`src/rtl/input_port_ctrl.sv`:
```
`default_nettype none
// ============================================================================
// Module   : input_port_ctrl
// Purpose  : Debounced push-button / switch-bank producer for the CPU input
//            port handshake: one captured word per press, held until taken.
// Revision : 1.0 - initial release
// ============================================================================
module input_port_ctrl #(
    parameter int WIDTH     = 8,
    parameter int DB_CYCLES = 2
) (
    input  logic             clk,
    input  logic             n_reset,
    input  logic             btn_raw,
    input  logic [WIDTH-1:0] sw_raw,
    input  logic             data_taken,
    output logic             ready_out,
    output logic [WIDTH-1:0] data_out,
    output logic             busy
);

    localparam int                 c_CNT_W   = $clog2(DB_CYCLES + 1);
    localparam logic [c_CNT_W-1:0] c_CNT_MAX = c_CNT_W'(DB_CYCLES);
    localparam logic [c_CNT_W-1:0] c_CNT_ONE = c_CNT_W'(1);

    localparam logic [1:0] c_IDLE     = 2'd0;
    localparam logic [1:0] c_PRESS    = 2'd1;
    localparam logic [1:0] c_READY    = 2'd2;
    localparam logic [1:0] c_WAIT_REL = 2'd3;

    logic             r_btn_meta;
    logic             r_btn_s;
    logic [WIDTH-1:0] r_sw_meta;
    logic [WIDTH-1:0] r_sw_s;
    logic [1:0]       r_state;
    logic [c_CNT_W-1:0] r_cnt;
    logic [WIDTH-1:0] r_data;

    logic [1:0]         w_state_nxt;
    logic [c_CNT_W-1:0] w_cnt_nxt;
    logic               w_capture;

    // Two-flop synchronisers; the switch bank only needs to be quiet around
    // the capture, so per-bit synchronisation is sufficient.
    always_ff @(posedge clk or negedge n_reset) begin
        if (!n_reset) begin
            r_btn_meta <= 1'b0;
            r_btn_s    <= 1'b0;
            r_sw_meta  <= '0;
            r_sw_s     <= '0;
        end else begin
            r_btn_meta <= btn_raw;
            r_btn_s    <= r_btn_meta;
            r_sw_meta  <= sw_raw;
            r_sw_s     <= r_sw_meta;
        end
    end

    always_ff @(posedge clk or negedge n_reset) begin
        if (!n_reset) begin
            r_state <= c_IDLE;
            r_cnt   <= '0;
            r_data  <= '0;
        end else begin
            r_state <= w_state_nxt;
            r_cnt   <= w_cnt_nxt;
            if (w_capture) begin
                r_data <= r_sw_s;
            end
        end
    end

    always_comb begin
        w_state_nxt = r_state;
        w_cnt_nxt   = r_cnt;
        w_capture   = 1'b0;
        case (r_state)
            c_IDLE: begin
                if (r_btn_s) begin
                    w_state_nxt = c_PRESS;
                    w_cnt_nxt   = c_CNT_ONE;
                end
            end
            c_PRESS: begin
                if (!r_btn_s) begin
                    w_state_nxt = c_IDLE;
                    w_cnt_nxt   = '0;
                end else if (r_cnt == c_CNT_MAX) begin
                    w_state_nxt = c_READY;
                    w_cnt_nxt   = '0;
                    w_capture   = 1'b1;
                end else begin
                    w_cnt_nxt = r_cnt + c_CNT_ONE;
                end
            end
            c_READY: begin
                if (data_taken) begin
                    w_state_nxt = c_WAIT_REL;
                    w_cnt_nxt   = '0;
                end
            end
            c_WAIT_REL: begin
                // Release must be seen DB_CYCLES samples in a row; any
                // re-press restarts the count so a held button never re-arms.
                if (r_btn_s) begin
                    w_cnt_nxt = '0;
                end else if (r_cnt == c_CNT_MAX - c_CNT_ONE) begin
                    w_state_nxt = c_IDLE;
                    w_cnt_nxt   = '0;
                end else begin
                    w_cnt_nxt = r_cnt + c_CNT_ONE;
                end
            end
            default: begin
                w_state_nxt = c_IDLE;
                w_cnt_nxt   = '0;
            end
        endcase
    end

    always_comb begin
        ready_out = (r_state == c_READY);
        busy      = (r_state != c_IDLE);
    end

    assign data_out = r_data;

endmodule
`default_nettype wire
```
`config.mk`:
```
export PLATFORM = sky130hd
export DESIGN_NAME = input_port_ctrl
export DESIGN_NICKNAME = d
export VERILOG_FILES = /design/src/rtl/input_port_ctrl.sv
export SDC_FILE = /design/constraint.sdc
export NUM_CORES = 1
export LEC_CHECK = 0
export ABC_AREA = 1
export BUFFER_PORTS_ARGS = -buffer_cell sky130_fd_sc_hd__buf_2
export CAP_MARGIN = 20
export CORE_UTILIZATION = 55
export CTS_BUF_LIST = sky130_fd_sc_hd__clkbuf_8
export DETAILED_ROUTE_END_ITERATION = 10
export GPL_TIMING_DRIVEN = 0
export PLACE_DENSITY = 0.8
export REMOVE_ABC_BUFFERS = 1
export SLEW_MARGIN = 10
export SYNTH_ARGS = -nofsm -noshare
export SYNTH_HDL_FRONTEND = slang
export SYNTH_SLANG_ARGS = --single-unit
```
`constraint.sdc`:
```
create_clock -name clk -period 1.5 [get_ports clk]
set_input_delay 0.075 -clock clk [delete_from_list [all_inputs] [get_ports clk]]
set_output_delay 0.075 -clock clk [all_outputs]
set_load 0.03 [all_outputs]
```
==> results of run 1 <==
kinds of logic (layout without fill, tap and decap cells):
family          count (synthesis)  count (layout)
compound gates                 10              10
buf+inv                        19              56
flops                          30              30
simple gates                   33              33
path summary, 6_finish.rpt:
path	startpoint	end	slack (ps)	depth (start not counted)
worst max-delay path	r_state[0]$_DFFE_PN0P_	data_out[0]$_DFFE_PN0P_	260	5
worst min-delay path	data_taken	r_state[0]$_DFFE_PN0P_	250	5
worst max register to register	r_state[0]$_DFFE_PN0P_	data_out[0]$_DFFE_PN0P_	260	5
worst min register to register	r_sw_meta[1]$_DFF_PN0_	r_sw_s[1]$_DFF_PN0_	350	0
max in group asynchronous	n_reset	r_cnt[1]$_DFFE_PN0P_	740	2
min in group asynchronous	n_reset	r_sw_meta[7]$_DFF_PN0_	350	2
timing repair:
action | 4_1_cts | 5_1_grt
hold endpoints to repair | 39 | 0
hold buffers | 10 | 0
resized for setup | 0 | 0
sequential cells by signal (all words and copies together) (netlist names), named ones only:
name        flops
data_out        8
r_sw_meta       8
r_sw_s          8
r_cnt           2
r_btn_meta      1
r_btn_s         1
r_state         1
through the flow:
stage,total power [W],instances
after global placement,0.00179,137
after global routing,0.00255,154
after floorplan,0.00162,91
after detailed placement,0.00183,137
after CTS,0.00240,154
final,0.00238,154
power groups by stage:
stage          logic [W]  clock network, W  registers (W)
2_1_floorplan   0.000389                 0        0.00123
3_3_place_gp    0.000698                 0        0.00109
3_5_place_dp    0.000727                 0        0.00110
4_1_cts         0.000749          0.000565        0.00109
5_1_grt         0.000832          0.000600        0.00111
6_report        0.000742          0.000548        0.00109
per-layer routing:
metal / track usage / vias up / part of all wire
met4: 0.0706 / 0 / 0.013
met1: 0.197 / 326 / 0.44
li1: - / 353 / -
met3: 0.0941 / 5 / 0.046
met2: 0.287 / 21 / 0.50
met5: 0 / - / 0
critical path, delay by kind of cell (launching register included):
kind             cells  cell delay (ps)
flip-flops           1              460
AND/OR/NAND/NOR      4              610
AO/OA/AOI/OAI        1               60
synth_stat cells, types with 2 or more instances:
master,count
sky130_fd_sc_hd__nor2_1,3
sky130_fd_sc_hd__o21ai_2,8
sky130_fd_sc_hd__dfrtp_1,30
sky130_fd_sc_hd__nand2_2,2
sky130_fd_sc_hd__nand3_1,5
sky130_fd_sc_hd__nand2_1,20
sky130_fd_sc_hd__inv_1,18
layout make-up:
cell class | instances | share of cell area
Tap cell | 25 | 0.0228
Clock buffer | 5 | 0.0502
Sequential cell | 30 | 0.547
Multi-Input combinational cell | 43 | 0.175
Inverter | 18 | 0.0493
Clock inverter | 2 | 0.00547
Timing Repair Buffer | 31 | 0.150
==> flow_results.xml, run 1 <==
<?xml version="1.0" encoding="UTF-8"?>
<metrics>
  <group name="timing">
    <metric name="slew-limit-headroom" unit="">0.593</metric>
    <metric name="worst_hold_margin" unit="ps">254</metric>
    <metric name="setup_ws" unit="ps">258</metric>
    <metric name="post-route-period-util" unit="">0.828</metric>
    <metric name="slew_at_the_pin_with_the_worst_max_slew_slack" unit="ps">610</metric>
    <metric name="grt_setup_unrepaired" unit="">no</metric>
    <metric name="fin_crit" unit="ps">1240</metric>
    <metric name="timing_hold_violations_final" unit="">0</metric>
    <metric name="finalClockSkew" unit="ps">4.01</metric>
    <metric name="totalNegativeSetupSlack" unit="ps">0</metric>
    <metric name="timing.final.max_slew_violations" unit="">0</metric>
    <metric name="setup_viol_count_final" unit="">0</metric>
    <metric name="max_freq" unit="GHz">0.805</metric>
  </group>
  <group name="clock_network">
    <metric name="clock_insertion_delay_worst_skew" unit="ps">270</metric>
    <metric name="cts_made_buffers" unit="">5</metric>
    <metric name="clock_pin_slew_worst_setup_and_hold_paths" unit="ps">50</metric>
    <metric name="cts_tree" unit="">yes</metric>
    <metric name="cts_num_sinks" unit="">30</metric>
    <metric name="cts-root-buf" unit="">sky130_fd_sc_hd__clkbuf_8</metric>
    <metric name="cts_setup_buffers" unit="">0</metric>
    <metric name="clock_path_buffers" unit="">2</metric>
    <metric name="htree_num_levels" unit="">2</metric>
  </group>
  <group name="hold_path">
    <metric name="holdCritPathClass" unit="">in2reg</metric>
  </group>
  <group name="finish">
    <metric name="mostFrequentLayoutCell" unit="">sky130_fd_sc_hd__dfrtp_1</metric>
    <metric name="utilization" unit="">0.769</metric>
    <metric name="post_route_cells_drive_above_1_share" unit="">0.295</metric>
    <metric name="nNetsFinal" unit="">141</metric>
    <metric name="commonest_cells_after_routing_fill_and_taps_aside" unit="">30 x sky130_fd_sc_hd__dfrtp_1, 21 x sky130_fd_sc_hd__buf_2, 20 x sky130_fd_sc_hd__inv_1, 20 x sky130_fd_sc_hd__nand2_1, 10 x sky130_fd_sc_hd__dlygate4sd3_1</metric>
    <metric name="final_area" unit="sq um">1370</metric>
    <metric name="multi_input_comb_area" unit="sq um">240</metric>
    <metric name="num-fill-cells" unit="">112</metric>
    <metric name="diodes" unit="">0</metric>
    <metric name="syn_to_layout_area_delta" unit="%">28.2</metric>
    <metric name="register_area" unit="sq um">751</metric>
  </group>
  <group name="floorplanning">
    <metric name="initial_utilization" unit="">0.600</metric>
    <metric name="floorplan.rows" unit="">15</metric>
    <metric name="io-pin-count" unit="">22</metric>
    <metric name="floorplan.die_area" unit="sq um">2130</metric>
    <metric name="die_h" unit="um">46.1</metric>
    <metric name="core" unit="sq um">1780</metric>
    <metric name="die_w" unit="um">46.1</metric>
  </group>
  <group name="global_route">
    <metric name="gr-usage-all-layers" unit="">0.178</metric>
    <metric name="grt_start_max_net_pins" unit="">31</metric>
    <metric name="first_global_vias" unit="">632</metric>
    <metric name="grt_antenna_before_repair" unit="">0</metric>
    <metric name="wire_length_of_the_first_global_routing_pass" unit="um">2460</metric>
    <metric name="globalRouteOverflowTotal" unit="">0</metric>
  </group>
  <group name="placement">
    <metric name="portBuffers" unit="">21</metric>
    <metric name="placed_cell_area" unit="sq um">1190</metric>
    <metric name="hpwlAfterDp" unit="um">1040</metric>
    <metric name="dpl_worst_slack" unit="ps">244</metric>
    <metric name="routabilityCongestion" unit="">0.771</metric>
  </group>
  <group name="routing">
    <metric name="detailedRoute.firstIterationViolations" unit="">12</metric>
    <metric name="dr_total_vias" unit="">705</metric>
    <metric name="antenna_left" unit="">0</metric>
    <metric name="wl_per_cell" unit="um">9.94</metric>
    <metric name="route.detailed.vias_per_inst" unit="">4.58</metric>
    <metric name="drt_wl_total" unit="um">1530</metric>
    <metric name="post-route-drc-count" unit="">0</metric>
    <metric name="detail_route.first_pass.iterations" unit="">4</metric>
  </group>
  <group name="yosys">
    <metric name="synth_top_flop_cell" unit="">sky130_fd_sc_hd__dfrtp_1</metric>
    <metric name="proportion_of_synthesized_chip_area_in_sequential_cells" unit="">0.702</metric>
    <metric name="number_of_synthesized_flops_with_an_enable_pin" unit="">0</metric>
    <metric name="post_synthesis_adder_cell_area_fraction" unit="">0</metric>
    <metric name="combinational_family_with_the_most_area_after_synthesis" unit="">simple AND/OR/NAND/NOR gates</metric>
    <metric name="post_synthesis_cell_count" unit="">92</metric>
    <metric name="yosys.area_share.simple" unit="">0.149</metric>
    <metric name="synth_area" unit="sq um">1070</metric>
    <metric name="synth_mux_area_frac" unit="">0</metric>
    <metric name="synth.largest_area_cell" unit="">sky130_fd_sc_hd__dfrtp_1</metric>
    <metric name="post_synth_num_cell_types" unit="">13</metric>
    <metric name="synth_xor_area_frac" unit="">0</metric>
    <metric name="synth_top_area_frac" unit="">0.702</metric>
    <metric name="synthArstFlopShare" unit="">1.00</metric>
    <metric name="synth.yosys.warnings" unit="">0</metric>
    <metric name="synth-compound-area-share" unit="">0.0760</metric>
    <metric name="yosys_register_bits" unit="">30</metric>
    <metric name="synth_top_cells_by_area" unit="">sky130_fd_sc_hd__dfrtp_1 70%, sky130_fd_sc_hd__nand2_1 7.0%, sky130_fd_sc_hd__o21ai_2 6.5%, sky130_fd_sc_hd__inv_1 6.3%, sky130_fd_sc_hd__nand3_1 2.3%</metric>
    <metric name="syn_avg_cell_area" unit="sq um">11.6</metric>
  </group>
  <group name="critical_path">
    <metric name="timing.critical_path.from_type" unit="">flip-flop</metric>
    <metric name="cp_data_arrival_time" unit="ps">1390</metric>
    <metric name="critical_path_peak_fanout" unit="">17</metric>
    <metric name="critPathCaptureType" unit="">flip-flop</metric>
    <metric name="timing_worst_setup_path_type" unit="">reg2reg</metric>
    <metric name="slowest_stage_delay_on_critical_path" unit="ps">460</metric>
    <metric name="path_cells" unit="">nand2_2, nor2_4, nand3_4, nand2_1, o21ai_2</metric>
    <metric name="worst_ep_required_time" unit="ps">1650</metric>
    <metric name="critical_path.slowest_cell" unit="">sky130_fd_sc_hd__dfrtp_1</metric>
  </group>
  <group name="pwr">
    <metric name="ir_drop" unit="mV">1.24</metric>
    <metric name="clock_power_share" unit="">0.231</metric>
    <metric name="leakagePower" unit="nW">0.736</metric>
    <metric name="switching_share" unit="">0.365</metric>
    <metric name="combinationalPowerShare" unit="">0.312</metric>
    <metric name="power.density_cell_area" unit="nW/um^2">1740</metric>
    <metric name="switchingPower" unit="W">0.000868</metric>
    <metric name="power_report.internal_total" unit="W">0.00151</metric>
    <metric name="seqPwrFrac" unit="">0.458</metric>
  </group>
  <group name="run">
    <metric name="cap_viol_max_count" unit="">0</metric>
  </group>
  <group name="outcome">
    <metric name="outcome" unit="">complete, no violations</metric>
  </group>
</metrics>
No activity file was read; power rests on OpenSTA's default activity.
==> run 2, diff against run 1 <==
clock period = 1.2 ns   (was 1.5 ns; I/O delays follow)
==> flow_results.xml, run 2 (synthesized netlist as in run 1, its figures left out) <==
<?xml version="1.0" encoding="UTF-8"?>
<metrics>
  <group name="routing">
    <metric name="detail_route.first_pass.iterations" unit="">4</metric>
    <metric name="post-route-drc-count" unit="">0</metric>
    <metric name="wl_per_cell" unit="um">11.2</metric>
    <metric name="dr_total_vias" unit="">721</metric>
    <metric name="route.detailed.vias_per_inst" unit="">4.62</metric>
    <metric name="drt_wl_total" unit="um">1740</metric>
    <metric name="detailedRoute.firstIterationViolations" unit="">14</metric>
    <metric name="antenna_left" unit="">0</metric>
  </group>
  <group name="clock_network">
    <metric name="htree_num_levels" unit="">2</metric>
    <metric name="cts_num_sinks" unit="">30</metric>
    <metric name="cts_tree" unit="">yes</metric>
    <metric name="cts-root-buf" unit="">sky130_fd_sc_hd__clkbuf_8</metric>
    <metric name="cts_made_buffers" unit="">5</metric>
    <metric name="clock_path_buffers" unit="">2</metric>
    <metric name="clock_pin_slew_worst_setup_and_hold_paths" unit="ps">60</metric>
    <metric name="clock_insertion_delay_worst_skew" unit="ps">270</metric>
  </group>
  <group name="pwr">
    <metric name="ir_drop" unit="mV">1.56</metric>
    <metric name="leakagePower" unit="nW">0.740</metric>
    <metric name="power.density_cell_area" unit="nW/um^2">2200</metric>
  </group>
  <group name="critical_path">
    <metric name="critPathBufInv" unit="">2</metric>
    <metric name="worstReg2RegStart" unit="">r_state[0]$_DFFE_PN0P_</metric>
    <metric name="timing.critical_path.from_type" unit="">flip-flop</metric>
    <metric name="critical_path.slowest_cell" unit="">sky130_fd_sc_hd__dfrtp_2</metric>
    <metric name="critical_path_cell_count" unit="">3</metric>
    <metric name="cp_data_arrival_time" unit="ps">1110</metric>
    <metric name="worst_setup_path_endpoint" unit="">busy</metric>
    <metric name="timing_worst_setup_path_type" unit="">reg2out</metric>
    <metric name="critical_path.top_delay_family" unit="">flip-flops</metric>
    <metric name="worstRegToRegCells" unit="">5</metric>
    <metric name="slowest_stage_delay_on_critical_path" unit="ps">450</metric>
    <metric name="capturing_point_of_the_worst_reg2reg_path" unit="">data_out[1]$_DFFE_PN0P_</metric>
    <metric name="critPathCaptureType" unit="">primary output</metric>
    <metric name="crit_start" unit="">r_state[0]$_DFFE_PN0P_</metric>
    <metric name="reg2reg_setup_slack" unit="ps">30</metric>
    <metric name="critical_path_peak_fanout" unit="">7</metric>
    <metric name="worst_ep_required_time" unit="ps">1140</metric>
    <metric name="path_cells" unit="">nor2_2, inv_1, buf_2</metric>
  </group>
  <group name="placement">
    <metric name="portBuffers" unit="">21</metric>
    <metric name="hpwlAfterDp" unit="um">1040</metric>
    <metric name="dpl.cell_count" unit="">137</metric>
    <metric name="routabilityCongestion" unit="">0.771</metric>
    <metric name="placed_cell_area" unit="sq um">1190</metric>
  </group>
  <group name="hold_path">
    <metric name="timing.hold.worst.start" unit="">data_taken</metric>
    <metric name="holdCritPathClass" unit="">in2reg</metric>
  </group>
  <group name="finish">
    <metric name="final_area" unit="sq um">1410</metric>
    <metric name="diodes" unit="">0</metric>
    <metric name="syn_to_layout_area_delta" unit="%">31.5</metric>
    <metric name="nNetsFinal" unit="">143</metric>
    <metric name="mostFrequentLayoutCell" unit="">sky130_fd_sc_hd__dfrtp_1</metric>
    <metric name="post_route_cells_drive_above_1_share" unit="">0.336</metric>
    <metric name="final_cell_count_no_fill" unit="">156</metric>
    <metric name="commonest_cells_after_routing_fill_and_taps_aside" unit="">28 x sky130_fd_sc_hd__dfrtp_1, 21 x sky130_fd_sc_hd__buf_2, 20 x sky130_fd_sc_hd__inv_1, 20 x sky130_fd_sc_hd__nand2_1, 10 x sky130_fd_sc_hd__dlygate4sd3_1</metric>
    <metric name="utilization" unit="">0.789</metric>
  </group>
  <group name="floorplanning">
    <metric name="die_h" unit="um">46.1</metric>
    <metric name="core" unit="sq um">1780</metric>
    <metric name="io-pin-count" unit="">22</metric>
    <metric name="die_w" unit="um">46.1</metric>
    <metric name="floorplan.rows" unit="">15</metric>
    <metric name="initial_utilization" unit="">0.600</metric>
    <metric name="floorplan.die_area" unit="sq um">2130</metric>
  </group>
  <group name="global_route">
    <metric name="globalRouteOverflowTotal" unit="">0</metric>
    <metric name="top_usage_layer" unit="">met2</metric>
    <metric name="gr-usage-all-layers" unit="">0.198</metric>
    <metric name="grt_start_max_net_pins" unit="">31</metric>
    <metric name="grt_antenna_before_repair" unit="">0</metric>
    <metric name="grtUsageMet2" unit="">0.327</metric>
    <metric name="wire_length_of_the_first_global_routing_pass" unit="um">2720</metric>
    <metric name="grtUsageMet3" unit="">0.110</metric>
    <metric name="first_global_vias" unit="">680</metric>
    <metric name="global_route.usage.met1" unit="">0.203</metric>
  </group>
  <group name="timing">
    <metric name="post-route-period-util" unit="">0.977</metric>
    <metric name="slew-limit-headroom" unit="">0.589</metric>
    <metric name="slew_at_the_pin_with_the_worst_max_slew_slack" unit="ps">617</metric>
    <metric name="timing.final.max_slew_violations" unit="">0</metric>
    <metric name="max_freq" unit="GHz">0.853</metric>
    <metric name="grt_setup_unrepaired" unit="">yes</metric>
    <metric name="setup_viol_count_final" unit="">0</metric>
    <metric name="fin_crit" unit="ps">1170</metric>
    <metric name="finalClockSkew" unit="ps">5.34</metric>
    <metric name="totalNegativeSetupSlack" unit="ps">0</metric>
    <metric name="timing_hold_violations_final" unit="">0</metric>
  </group>
  <group name="run">
    <metric name="cap_viol_max_count" unit="">0</metric>
  </group>
  <group name="outcome">
    <metric name="outcome" unit="">complete, no violations</metric>
  </group>
</metrics>
==> run 2: tightest hold or removal path, delay by kind of cell <==
family	cells	cell delay [ps]
and+or+nand+nor	2	190
buffers and inverters	2	140
AOI/OAI and AO/OA	1	50
==> run 2: worst min-delay path by stage <==
stage	to	slack (ps)	cells past startpoint
after floorplan	asynchronous set/reset pin	-240	0
after global placement	r_state[0]$_DFFE_PN0P_	110	1
after CTS	r_state[0]$_DFFE_PN0P_	230	5
after global routing	r_state[0]$_DFFE_PN0P_	260	5
after detailed placement	r_state[0]$_DFFE_PN0P_	110	1
final	r_state[0]$_DFFE_PN0P_	230	5
==> run 2: area by class of cell <==
| type | instances | area (sq um) |
|---|---|---|
| clock buffers | 5 | 68.8 |
| clock inverters | 2 | 7.51 |
| fillers | 114 | 377 |
| inverters | 18 | 67.6 |
| multi-input cells | 44 | 265 |
| flip-flops and latches | 30 | 753 |
| well taps | 25 | 31.3 |
| repair buffers | 32 | 213 |
==> run 2: routing by layer <==
layer,vias up,wire length [um]
met5,-,0
li1,357,-
met2,25,864
met3,6,105
met4,0,38
met1,333,733
==> run 2: stage by stage <==
stage / worst slack [ps] / total power [W] / hold WS, ps
floorplan: 84.0 / 0.00203 / -236
global placement: -4.95 / 0.00224 / 107
detailed placement: -56.0 / 0.00229 / 106
CTS: 9.09 / 0.00306 / 230
global route: -53.5 / 0.00330 / 257
finish: 27.6 / 0.00309 / 225
==> run 2: power by group <==
group	switching, W	leakage (nW)	internal [W]
registers	0.000182	0.363	0.00121
clock network	0.000315	0.0466	0.000380
logic	0.000671	0.331	0.000337
==> run 2: repair_timing <==
action / 4_1_cts / 5_1_grt
cloned: 1 / 0
hold endpoints to repair: 39 / 0
pin swaps: 0 / 0
buffers inserted: 0 / 1
endpoints found under the setup margin: 9 / 11
hold buffers: 10 / 0
resized for setup: 3 / 3
==> run 3, diff against run 2 <==
RECOVER_POWER = 100   (was not set)
==> flow_results.xml, run 3 (synthesized netlist as in run 1, its figures left out) <==
<?xml version="1.0" encoding="UTF-8"?>
<metrics>
  <group name="critical_path">
    <metric name="critPathCaptureType" unit="">primary output</metric>
    <metric name="worstReg2RegStart" unit="">r_state[0]$_DFFE_PN0P_</metric>
    <metric name="critical_path.top_delay_family" unit="">flip-flops</metric>
    <metric name="capturing_point_of_the_worst_reg2reg_path" unit="">data_out[1]$_DFFE_PN0P_</metric>
    <metric name="worst_ep_required_time" unit="ps">1140</metric>
    <metric name="slowest_stage_delay_on_critical_path" unit="ps">450</metric>
    <metric name="critical_path.slowest_cell" unit="">sky130_fd_sc_hd__dfrtp_2</metric>
    <metric name="cp_data_arrival_time" unit="ps">1110</metric>
    <metric name="critPathBufInv" unit="">2</metric>
    <metric name="critical_path_peak_fanout" unit="">7</metric>
    <metric name="path_cells" unit="">nor2_2, inv_1, buf_2</metric>
    <metric name="timing.critical_path.from_type" unit="">flip-flop</metric>
    <metric name="worstRegToRegCells" unit="">5</metric>
    <metric name="timing_worst_setup_path_type" unit="">reg2out</metric>
    <metric name="reg2reg_setup_slack" unit="ps">40</metric>
  </group>
  <group name="clock_network">
    <metric name="clock_insertion_delay_worst_skew" unit="ps">270</metric>
    <metric name="htree_num_levels" unit="">2</metric>
    <metric name="cts_tree" unit="">yes</metric>
    <metric name="cts_made_buffers" unit="">5</metric>
    <metric name="clock_pin_slew_worst_setup_and_hold_paths" unit="ps">60</metric>
    <metric name="cts-root-buf" unit="">sky130_fd_sc_hd__clkbuf_8</metric>
    <metric name="clock_path_buffers" unit="">2</metric>
    <metric name="cts_num_sinks" unit="">30</metric>
  </group>
  <group name="global_route">
    <metric name="globalRouteOverflowTotal" unit="">0</metric>
    <metric name="grt_antenna_before_repair" unit="">0</metric>
    <metric name="wire_length_of_the_first_global_routing_pass" unit="um">2720</metric>
    <metric name="grt_start_max_net_pins" unit="">31</metric>
    <metric name="first_global_vias" unit="">680</metric>
    <metric name="gr-usage-all-layers" unit="">0.198</metric>
  </group>
  <group name="routing">
    <metric name="wl_per_cell" unit="um">11.3</metric>
    <metric name="route.met2.wl" unit="um">844</metric>
    <metric name="drt_wl_total" unit="um">1760</metric>
    <metric name="post-route-drc-count" unit="">0</metric>
    <metric name="top_signal_layer_used" unit="">met4</metric>
    <metric name="antenna_left" unit="">0</metric>
    <metric name="dr_wl_met3" unit="um">112</metric>
    <metric name="detail_route.first_pass.iterations" unit="">4</metric>
    <metric name="dr_total_vias" unit="">724</metric>
    <metric name="detailedRoute.firstIterationViolations" unit="">14</metric>
    <metric name="route.layer.met1.wl" unit="um">750</metric>
    <metric name="route.detailed.vias_per_inst" unit="">4.64</metric>
  </group>
  <group name="timing">
    <metric name="grt_setup_unrepaired" unit="">yes</metric>
    <metric name="setup_viol_count_final" unit="">0</metric>
    <metric name="finalClockSkew" unit="ps">5.94</metric>
    <metric name="slew_at_the_pin_with_the_worst_max_slew_slack" unit="ps">687</metric>
    <metric name="post-route-period-util" unit="">0.977</metric>
    <metric name="timing.final.max_slew_violations" unit="">0</metric>
    <metric name="timing_hold_violations_final" unit="">0</metric>
    <metric name="max_freq" unit="GHz">0.853</metric>
    <metric name="slew-limit-headroom" unit="">0.542</metric>
    <metric name="fin_crit" unit="ps">1170</metric>
  </group>
  <group name="pwr">
    <metric name="leakagePower" unit="nW">0.710</metric>
    <metric name="power.density_cell_area" unit="nW/um^2">2200</metric>
    <metric name="ir_drop" unit="mV">1.56</metric>
  </group>
  <group name="floorplanning">
    <metric name="die_w" unit="um">46.1</metric>
    <metric name="initial_utilization" unit="">0.600</metric>
    <metric name="floorplan.die_area" unit="sq um">2130</metric>
    <metric name="io-pin-count" unit="">22</metric>
    <metric name="floorplan.rows" unit="">15</metric>
    <metric name="core" unit="sq um">1780</metric>
    <metric name="die_h" unit="um">46.1</metric>
  </group>
  <group name="placement">
    <metric name="dpl.cell_count" unit="">137</metric>
    <metric name="hpwlAfterDp" unit="um">1040</metric>
    <metric name="placed_cell_area" unit="sq um">1190</metric>
    <metric name="portBuffers" unit="">21</metric>
    <metric name="routabilityCongestion" unit="">0.771</metric>
  </group>
  <group name="outcome">
    <metric name="outcome" unit="">complete, no violations</metric>
  </group>
  <group name="finish">
    <metric name="syn_to_layout_area_delta" unit="%">30.5</metric>
    <metric name="post_route_cells_drive_above_1_share" unit="">0.275</metric>
    <metric name="multi_input_comb_area" unit="sq um">265</metric>
    <metric name="final_cell_count_no_fill" unit="">156</metric>
    <metric name="mostFrequentLayoutCell" unit="">sky130_fd_sc_hd__dfrtp_1</metric>
    <metric name="commonest_cells_after_routing_fill_and_taps_aside" unit="">28 x sky130_fd_sc_hd__dfrtp_1, 20 x sky130_fd_sc_hd__inv_1, 20 x sky130_fd_sc_hd__nand2_1</metric>
    <metric name="final_area" unit="sq um">1400</metric>
    <metric name="nNetsFinal" unit="">143</metric>
    <metric name="register_area" unit="sq um">753</metric>
    <metric name="num-fill-cells" unit="">121</metric>
    <metric name="diodes" unit="">0</metric>
  </group>
  <group name="hold_path">
    <metric name="holdCritPathClass" unit="">in2reg</metric>
    <metric name="timing.hold.worst.start" unit="">data_taken</metric>
    <metric name="hold_depth" unit="">5</metric>
    <metric name="holdPathEnd" unit="">r_state[0]$_DFFE_PN0P_</metric>
  </group>
  <group name="run">
    <metric name="cap_viol_max_count" unit="">0</metric>
  </group>
</metrics>
[run 3: changes by cell type in the layout (fill, tap and decap cells not counted)]
cell	change
sky130_fd_sc_hd__clkbuf_2	+1
sky130_fd_sc_hd__clkbuf_1	+8
sky130_fd_sc_hd__buf_2	-9
[run 3: how the worst max path moves through the flow]
stage | start | end | slack [ps] | cells after the start
3_5_place_dp | r_state[0]$_DFFE_PN0P_ | data_out[7]$_DFFE_PN0P_ | -60 | 5
5_1_grt | r_cnt[0]$_DFFE_PN0P_ | flip-flop | -50 | 6
4_1_cts | r_state[0]$_DFFE_PN0P_ | busy | 9 | 3
2_1_floorplan | flip-flop | r_cnt[0]$_DFFE_PN0P_ | 80 | 5
6_report | r_state[0]$_DFFE_PN0P_ | busy | 30 | 3
3_3_place_gp | r_state[0]$_DFFE_PN0P_ | data_out[4]$_DFFE_PN0P_ | -5 | 5
[run 3: layout make-up]
type / instances / area share
Clock buffer: 5 / 0.0493
Clock inverter: 2 / 0.00538
Inverter: 18 / 0.0484
Multi-Input combinational cell: 44 / 0.190
Sequential cell: 30 / 0.539
Tap cell: 25 / 0.0224
Timing Repair Buffer: 32 / 0.145
[run 3: per-stage QoR]
step / setup slack (ps) / util / total power [W] / TNS (ps) / hold slack, ps
floorplan: 84.0 / - / 0.00203 / 0 / -236
global placement: -4.95 / 0.670 / 0.00224 / -24.7 / 107
detailed placement: -56.0 / 0.670 / 0.00229 / -291 / 106
CTS: 9.09 / 0.780 / 0.00306 / 0 / 230
global route: -53.5 / 0.783 / 0.00327 / -257 / 257
finish: 27.7 / 0.783 / 0.00308 / 0 / 225
[run 3: where the power goes]
| part | total (W) | switching [W] | internal, W |
|---|---|---|---|
| Clock | 0.000696 | 0.000316 | 0.000380 |
| Combinational | 0.000982 | 0.000672 | 0.000310 |
| Sequential | 0.00140 | 0.000187 | 0.00121 |
| Total | 0.00308 | 0.00118 | 0.00190 |
[run 3: worst reg2reg max path: stages, from the launching register on]
cell,delay (ps)
sky130_fd_sc_hd__dfrtp_2,430
sky130_fd_sc_hd__nand2_2,80
sky130_fd_sc_hd__nor2_4,190
sky130_fd_sc_hd__nand3_4,170
sky130_fd_sc_hd__nand2_1,120
sky130_fd_sc_hd__o21ai_2,60
[run 3: metal layers]
metal | global-route usage | vias up
met5 | 0 | -
met4 | 0.0882 | 0
met3 | 0.110 | 8
met2 | 0.327 | 27
met1 | 0.203 | 333
li1 | - | 356
[run 3: what timing repair did]
action,in CTS,in global routing
resized for setup,3,3
setup buffers,0,1
endpoints found under the setup margin,9,11
hold buffers,10,0
endpoints found under the hold margin,39,0
gates cloned,1,0
